--- config.mk ---
export PLATFORM = sky130hd
export DESIGN_NAME = seq_pattern_gen_flat
export DESIGN_NICKNAME = d
export VERILOG_FILES = /design/src/rtl/seq_pattern_gen_if.sv /design/src/rtl/seq_pattern_gen.sv /design/src/flat_wrapper.sv
export SDC_FILE = /design/constraint.sdc
export NUM_CORES = 1
export LEC_CHECK = 0
export BUFFER_PORTS_ARGS = -buffer_cell sky130_fd_sc_hd__buf_2
export CORE_AREA = 2 2 47 49
export DETAILED_ROUTE_END_ITERATION = 8
export DIE_AREA = 0 0 49 51
export SLEW_MARGIN = 40
export SYNTH_ARGS = -nofsm -noshare
export SYNTH_HDL_FRONTEND = slang
export SYNTH_SLANG_ARGS = --single-unit
export TNS_END_PERCENT = 50
--- constraint.sdc ---
create_clock -name clk -period 1.49 [get_ports clk]
set_clock_uncertainty 0.05 [all_clocks]
set_input_delay 0.149 -clock clk [delete_from_list [all_inputs] [get_ports clk]]
set_output_delay 0.149 -clock clk [all_outputs]
set_load 0.005 [all_outputs]
--- src/rtl/seq_pattern_gen_if.sv ---
// seq_pattern_gen_if: command inputs and valid/ready serial output of the pattern generator
interface seq_pattern_gen_if #(
  parameter int PAT_W = 3,
  parameter int CNT_W = 4
);
  logic             start;
  logic [PAT_W-1:0] pattern;
  logic [CNT_W-1:0] repeats;
  logic             abort;
  logic             bit_out;
  logic             bit_valid;
  logic             bit_ready;
  logic             busy;
  logic             done;
  modport master (
    output start, pattern, repeats, abort, bit_ready,
    input  bit_out, bit_valid, busy, done
  );
  modport slave (
    input  start, pattern, repeats, abort, bit_ready,
    output bit_out, bit_valid, busy, done
  );
endinterface

--- src/rtl/seq_pattern_gen.sv ---
// seq_pattern_gen: sends a captured pattern MSB first, repeated a programmed number of times
module seq_pattern_gen #(
  parameter int PAT_W = 3,
  parameter int CNT_W = 4
) (
  input logic               clk,
  input logic               rst,
  seq_pattern_gen_if.slave  s
);
  localparam int IDX_W = PAT_W > 1 ? $clog2(PAT_W) : 1;
  localparam logic [IDX_W-1:0] IDX_LAST = IDX_W'(PAT_W - 1);
  typedef enum logic [1:0] {IDLE, SEND, DONE} state_t;
  state_t           state, state_d;
  logic [PAT_W-1:0] pat_q, pat_d;
  logic [CNT_W-1:0] rep_q, rep_d;
  logic [IDX_W-1:0] idx, idx_d;
  logic             xfer;
  always_ff @(posedge clk) begin
    if (rst) begin
      state <= IDLE;
      pat_q <= '0;
      rep_q <= '0;
      idx   <= '0;
    end else begin
      state <= state_d;
      pat_q <= pat_d;
      rep_q <= rep_d;
      idx   <= idx_d;
    end
  end
  // Abort outranks everything outside IDLE; DONE and any illegal encoding fall back to IDLE.
  always_comb begin
    state_d = state;
    pat_d   = pat_q;
    rep_d   = rep_q;
    idx_d   = idx;
    xfer    = state == SEND && s.bit_ready;
    if (state == IDLE) begin
      if (s.start) begin
        pat_d   = s.pattern;
        rep_d   = s.repeats;
        idx_d   = IDX_LAST;
        state_d = s.repeats != '0 ? SEND : DONE;
      end
    end else if (s.abort || state != SEND) begin
      state_d = IDLE;
    end else if (xfer) begin
      if (idx != '0) begin
        idx_d = idx - IDX_W'(1);
      end else if (rep_q > CNT_W'(1)) begin
        rep_d = rep_q - CNT_W'(1);
        idx_d = IDX_LAST;
      end else begin
        state_d = DONE;
      end
    end
  end
  always_comb begin
    s.bit_valid = state == SEND;
    s.bit_out   = state == SEND ? pat_q[idx] : 1'b0;
    s.busy      = state == SEND || state == DONE;
    s.done      = state == DONE;
  end
endmodule
--- src/flat_wrapper.sv ---
// flat-port wrapper written by rule: the top's interface ports become plain ports
module seq_pattern_gen_flat 
#(
  parameter int PAT_W = 3,
  parameter int CNT_W = 4
)
  (clk, rst, s_start, s_pattern, s_repeats, s_abort, s_bit_ready, s_bit_out, s_bit_valid, s_busy, s_done);
  seq_pattern_gen_if #(.PAT_W(PAT_W), .CNT_W(CNT_W)) s_i ();
  input logic clk;
  input logic rst;
  input wire logic [$bits(s_i.start)-1:0] s_start;
  input wire logic [$bits(s_i.pattern)-1:0] s_pattern;
  input wire logic [$bits(s_i.repeats)-1:0] s_repeats;
  input wire logic [$bits(s_i.abort)-1:0] s_abort;
  input wire logic [$bits(s_i.bit_ready)-1:0] s_bit_ready;
  output wire logic [$bits(s_i.bit_out)-1:0] s_bit_out;
  output wire logic [$bits(s_i.bit_valid)-1:0] s_bit_valid;
  output wire logic [$bits(s_i.busy)-1:0] s_busy;
  output wire logic [$bits(s_i.done)-1:0] s_done;
  assign s_i.start = s_start;
  assign s_i.pattern = s_pattern;
  assign s_i.repeats = s_repeats;
  assign s_i.abort = s_abort;
  assign s_i.bit_ready = s_bit_ready;
  assign s_bit_out = s_i.bit_out;
  assign s_bit_valid = s_i.bit_valid;
  assign s_busy = s_i.busy;
  assign s_done = s_i.done;
  seq_pattern_gen #(.PAT_W(PAT_W), .CNT_W(CNT_W)) u_core (.clk(clk), .rst(rst), .s(s_i));
endmodule
==> flow_summary.json, run 1 <==
{
  "status": "complete, but fails checks",
  "violations": "negative setup slack",
  "whs_path_depth": 3,
  "syn-num-nets": 109,
  "synth_ff_type": "dfxtp_1",
  "hold_viol_final": 0,
  "netlist.area_leader.share_pct": 28.8,
  "multiInputGateArea_um2": 617,
  "initial_core_util_pct": 37.1,
  "ys_seq_area_share_pct": 28.8,
  "syn_area_per_cell_um2": 8.49,
  "synth_area_um2": 764,
  "crit_path_cell_trace": "inv_2, ha_4, and4bb_4, nor2_4, a21o_4, o32ai_2",
  "ys_warn_count": 0,
  "worstMarginPinSlew_ps": 293,
  "synth_seq_cells": 11,
  "slew_violations": 0,
  "setup_viol": 2,
  "grt.total_usage_pct": 16.2,
  "vias_per_cell": 5.05,
  "fill_cells": 192,
  "synth_largest_area_cell": "dfxtp_1",
  "insertion_delay_ps": 260,
  "drt-total-wl_um": 1900,
  "syn-instance-count": 90,
  "r2r-start": "u_core.state[0]",
  "io_pins": 16,
  "relSlewSlack_pct": 80.3,
  "ctsHoldBuffers": 0,
  "grt-ovfl-total": 0,
  "drive_gt1_share_pct": 58.5,
  "cts_buffers": 3,
  "core_um2": 2060,
  "rr_worst_depth": 6,
  "async_reset_ff_share_pct": 0,
  "crit_fanout": 6,
  "synthAdderAreaFrac_pct": 11.5,
  "p_clk_share_pct": 19.2,
  "irDropWorstVdd_uv": 503,
  "crit_arrival_ps": 1640,
  "synth_common_cells": "12 x a21oi_1, 12 x nand2_1, 11 x dfxtp_1, 8 x inv_1, 7 x ha_1",
  "crit_buf_inv": 1,
  "die_w_um": 49,
  "cts-root-buf": "clkbuf_4",
  "clock_path_buffers": 2,
  "drtAntennaViolNets": 0,
  "drc_errors": 0,
  "min_path_type": "input port to register",
  "htreeDepth": 1,
  "ys_types": 32,
  "final.setup.worst_slack_ps": -20.8,
  "start_kind": "register",
  "combPwrFrac_pct": 47.8,
  "synth_top_family_by_area": "compound AO/OA/AOI/OAI gates",
  "portBuffers": 15,
  "synth_xor_area_share_pct": 0,
  "final_util_pct": 55.8,
  "required_ps": 1620,
  "drt_iter0_drc": 8,
  "crit_start": "u_core.state[0]",
  "clock-sinks": 11,
  "yosys.area_share.simple_pct": 23.1,
  "fin_nets": 143,
  "rsz0062_at_grt": "true",
  "gp_congestion": 0.803,
  "p_leak_nw": 0.479,
  "cts_tree": "yes",
  "grt_antenna_before_repair": 0,
  "path_class": "register to register",
  "die_y_um": 51,
  "grt_pass1_vias": 728,
  "crit_cells": 6,
  "area_growth_pct": 50.6,
  "std_cell_rows": 17,
  "wl_per_cell_um": 12.5,
  "p_sw_share_pct": 35.1,
  "fmax_ghz": 0.662,
  "clk_pin_slew_ps": 80,
  "crit_path_end_kind": "register",
  "ff_latch_area_um2": 226,
  "insertedDiodeCount": 0,
  "grt_max_degree": 14,
  "synthTopCellsByArea": "dfxtp_1 29%, ha_1 11%, a21oi_1 7.9%",
  "hold_path_startpoint": "s_pattern[0]",
  "critPathMaxStageDelay_ps": 370,
  "seqPwrFrac_pct": 32.9,
  "p_int_uw": 689,
  "switching_power_uw": 372,
  "vias": 762,
  "firstDrtPassIters": 4,
  "power_density_nw_per_um2": 921,
  "die_area_um2": 2500,
  "finalCritPeriodShare_pct": 101,
  "synth_edf_count": 0,
  "grt_pass1_wl_um": 3080,
  "synth-compound-area-share_pct": 28.0,
  "synthMuxAreaShare_pct": 1.31,
  "period_minus_slack_ps": 1510,
  "finalPower_mw": 1.06,
  "dp_hpwl_um": 1330,
  "crit_family": "simple AND/OR/NAND/NOR gates",
  "drv_cap": 0,
  "cp_slowest_cell": "and4bb_4"
}
-- layout by cell type, fill, tap and decap left out, drive strengths merged, types with 3 or more instances in the layout --
cell type	synthesis	routed
a211oi	3	3
a21oi	12	12
and2	3	3
clkbuf	2	4
o32ai	3	3
o22ai	3	3
inv	8	8
nor3b	3	3
buf	2	33
nand2	12	12
nand2b	3	3
dfxtp	11	11
ha	7	7
nor2	3	3
-- worst min-delay path, delay by kind of cell --
family	cells	cell delay, ps
AO/OA/AOI/OAI	1	50
buffers and inverters	1	90
AND/OR/NAND/NOR	1	50
-- flip-flops by register name, summed over array words and instances, names as in the netlist --
name and count:
u_core.idx 2, u_core.pat_q 3, u_core.rep_q 4, u_core.state 2
-- worst paths after layout --
kind,end,slack (ps)
max,u_core.rep_q[3],-20
min,u_core.pat_q[0],70
max reg2reg,u_core.rep_q[3],-20
min reg2reg,u_core.pat_q[1],410
-- metal layers --
layer  up-vias  wire length (µm)  global-route usage, %
li1        386                 -                      -
met1       362               845                   18.6
met2        12               984                   28.8
met3         2                56                   3.80
met4         0                 9                   7.14
met5         -                 0                      0
-- power groups by stage --
stage          clock, mW  sequential, mW  combinational, mW
2_1_floorplan          0           0.351              0.252
3_3_place_gp           0           0.349              0.397
3_5_place_dp           0           0.351              0.401
4_1_cts            0.213           0.345              0.442
5_1_grt            0.235           0.353              0.558
6_report           0.204           0.349              0.507
-- through the flow --
step,area [µm²],setup slack [ps],setup TNS [ps],hold WS [ps],std cells
3_3_place_gp,981,-54.4,-120,341,144
2_1_floorplan,785,-48.2,-168,235,90
5_1_grt,1150,-96.4,-427,61.3,151
4_1_cts,1050,-25.0,-80.0,62.8,149
3_5_place_dp,981,-53.7,-232,347,144
6_report,1150,-20.8,-38.5,70.3,151
-- layout make-up --
cell class	count	area share, %
Timing Repair Buffer	33	18.6
Tap cell	28	3.04
Inverter	8	2.83
Multi-Input combinational cell	67	53.6
Clock buffer	4	2.28
Sequential cell	11	19.7
-- kinds of logic (layout without fill, tap and decap cells) --
group                    count (synthesis)  after routing
AO/OA/AOI/OAI                           28             28
adder cells (fa/ha/maj)                  7              7
AND/OR/NAND/NOR                         31             31
flip-flops                              11             11
buffers and inverters                   12             45
multiplexers                             1              1
-- repair_timing --
action | 4_1_cts | 5_1_grt
gates resized for setup | 9 | 22
hold endpoints to repair | 0 | 0
buffers inserted | 1 | 2
gates cloned | 0 | 0
setup endpoints to repair | 8 | 9
pin swaps | 3 | 10
Note: power is estimated with default switching activity, not from simulation.
==> run 2: changes to the inputs <==
Settings changed: SETUP_SLACK_MARGIN set to 0.02.
==> flow_summary.json, run 2 (synthesized netlist as in run 1, its figures left out) <==
{
  "hold_viol_final": 0,
  "initial_core_util_pct": 37.1,
  "insertedDiodeCount": 0,
  "finalPower_mw": 1.06,
  "crit_fanout": 6,
  "relSlewSlack_pct": 80.2,
  "final_common_cell": "buf_4",
  "path_class": "register to register",
  "setup_viol": 2,
  "clock_path_buffers": 2,
  "firstDrtPassIters": 4,
  "drtAntennaViolNets": 0,
  "status": "complete, but fails checks",
  "die_area_um2": 2500,
  "cts_buffers": 3,
  "drt_iter0_drc": 12,
  "clk_pin_slew_ps": 80,
  "grt_pass1_vias": 732,
  "holdWs_ps": 65.0,
  "cts_tree": "yes",
  "vias": 749,
  "drv_cap": 0,
  "rsz0062_at_grt": "true",
  "largest_reg_flops": 4,
  "portBuffers": 15,
  "vias_per_cell": 4.99,
  "violations": "negative setup slack",
  "p_leak_nw": 0.476,
  "grt.total_usage_pct": 16.3,
  "detailedPlace.worstSlack_ps": -53.7,
  "std_cell_rows": 17,
  "ff_latch_area_um2": 229,
  "multiInputGateArea_um2": 627,
  "drt-total-wl_um": 1870,
  "clock-sinks": 11,
  "drc_errors": 0,
  "finalCritPeriodShare_pct": 102,
  "start_kind": "register",
  "power_density_nw_per_um2": 919,
  "grt_antenna_before_repair": 0,
  "period_minus_slack_ps": 1520,
  "crit_arrival_ps": 1650,
  "fill_cells": 189,
  "crit_path_end_kind": "register",
  "dpl_cell_area_um2": 981,
  "area_growth_pct": 51.6,
  "drive_gt1_share_pct": 58.2,
  "irDropWorstVdd_uv": 503,
  "cts-root-buf": "clkbuf_4",
  "final_util_pct": 56.2,
  "grt-ovfl-total": 0,
  "min_path_type": "input port to register",
  "fin_nets": 142,
  "die_w_um": 49,
  "final.setup.worst_slack_ps": -26.6,
  "io_pins": 16,
  "core_um2": 2060,
  "insertion_delay_ps": 270,
  "slew_violations": 0,
  "reg2reg_setup_slack_ps": -30,
  "wl_per_cell_um": 12.5,
  "ctsHoldBuffers": 0,
  "fmax_ghz": 0.659,
  "worstMarginPinSlew_ps": 295,
  "gp_congestion": 0.803,
  "required_ps": 1620,
  "largestRegisters": "u_core.rep_q (4), u_core.pat_q (3)",
  "grt_max_degree": 14,
  "dp_hpwl_um": 1330,
  "final_cell_mix": "16 x buf_4, 15 x buf_2, 11 x nand2_1",
  "grt_pass1_wl_um": 3100,
  "die_y_um": 51,
  "stdcell_area_um2": 1160,
  "htreeDepth": 1,
  "largest_register": "u_core.rep_q"
}
-- run 2: cell type report --
cell class | instances | area share (%)
well taps | 28 | 3.02
clock buffers | 4 | 2.27
multi-input cells | 67 | 54.1
inverters | 8 | 3.02
repair buffers | 32 | 17.8
flip-flops and latches | 11 | 19.8
-- run 2: worst max-delay path, stage by stage (launching register included) --
cell and delay, ps:
dfxtp_2 350, inv_2 50, ha_4 170, and4bb_4 370, nor2_4 60, a21o_4 210, o32ai_2 180
-- run 2: where the power goes --
part	switching [mW]	total, mW	leakage (nW)	internal, mW
logic	0.250	0.504	0.369	0.254
registers	0.0239	0.353	0.0924	0.329
clock network	0.105	0.208	0.0150	0.103
-- run 2: final timing paths --
check             startpoint  cells past startpoint         endpoint
min reg2reg  u_core.pat_q[1]                      2  u_core.pat_q[1]
max          u_core.state[0]                      6  u_core.rep_q[3]
max reg2reg  u_core.state[0]                      6  u_core.rep_q[3]
min             s_pattern[0]                      3  u_core.pat_q[0]
-- run 2: what timing repair did --
action	CTS	global route
buffers inserted	1	1
gates resized for setup	12	22
setup endpoints to repair	9	9
pin swaps	3	9
endpoints found under the hold margin	0	0
-- run 2: routing by layer --
metal / track usage [%] / wire length (µm) / vias up
met1: 18.8 / 844 / 353
met2: 28.8 / 962 / 12
met3: 3.80 / 56 / 2
met4: 7.62 / 9 / 0
met5: 0 / 0 / -
li1: - / - / 382
-- run 2: through the flow --
step	setup TNS (ps)	std cells
2_1_floorplan	-168	90
5_1_grt	-463	150
3_3_place_gp	-120	144
6_report	-51.0	150
4_1_cts	-65.0	149
3_5_place_dp	-232	144
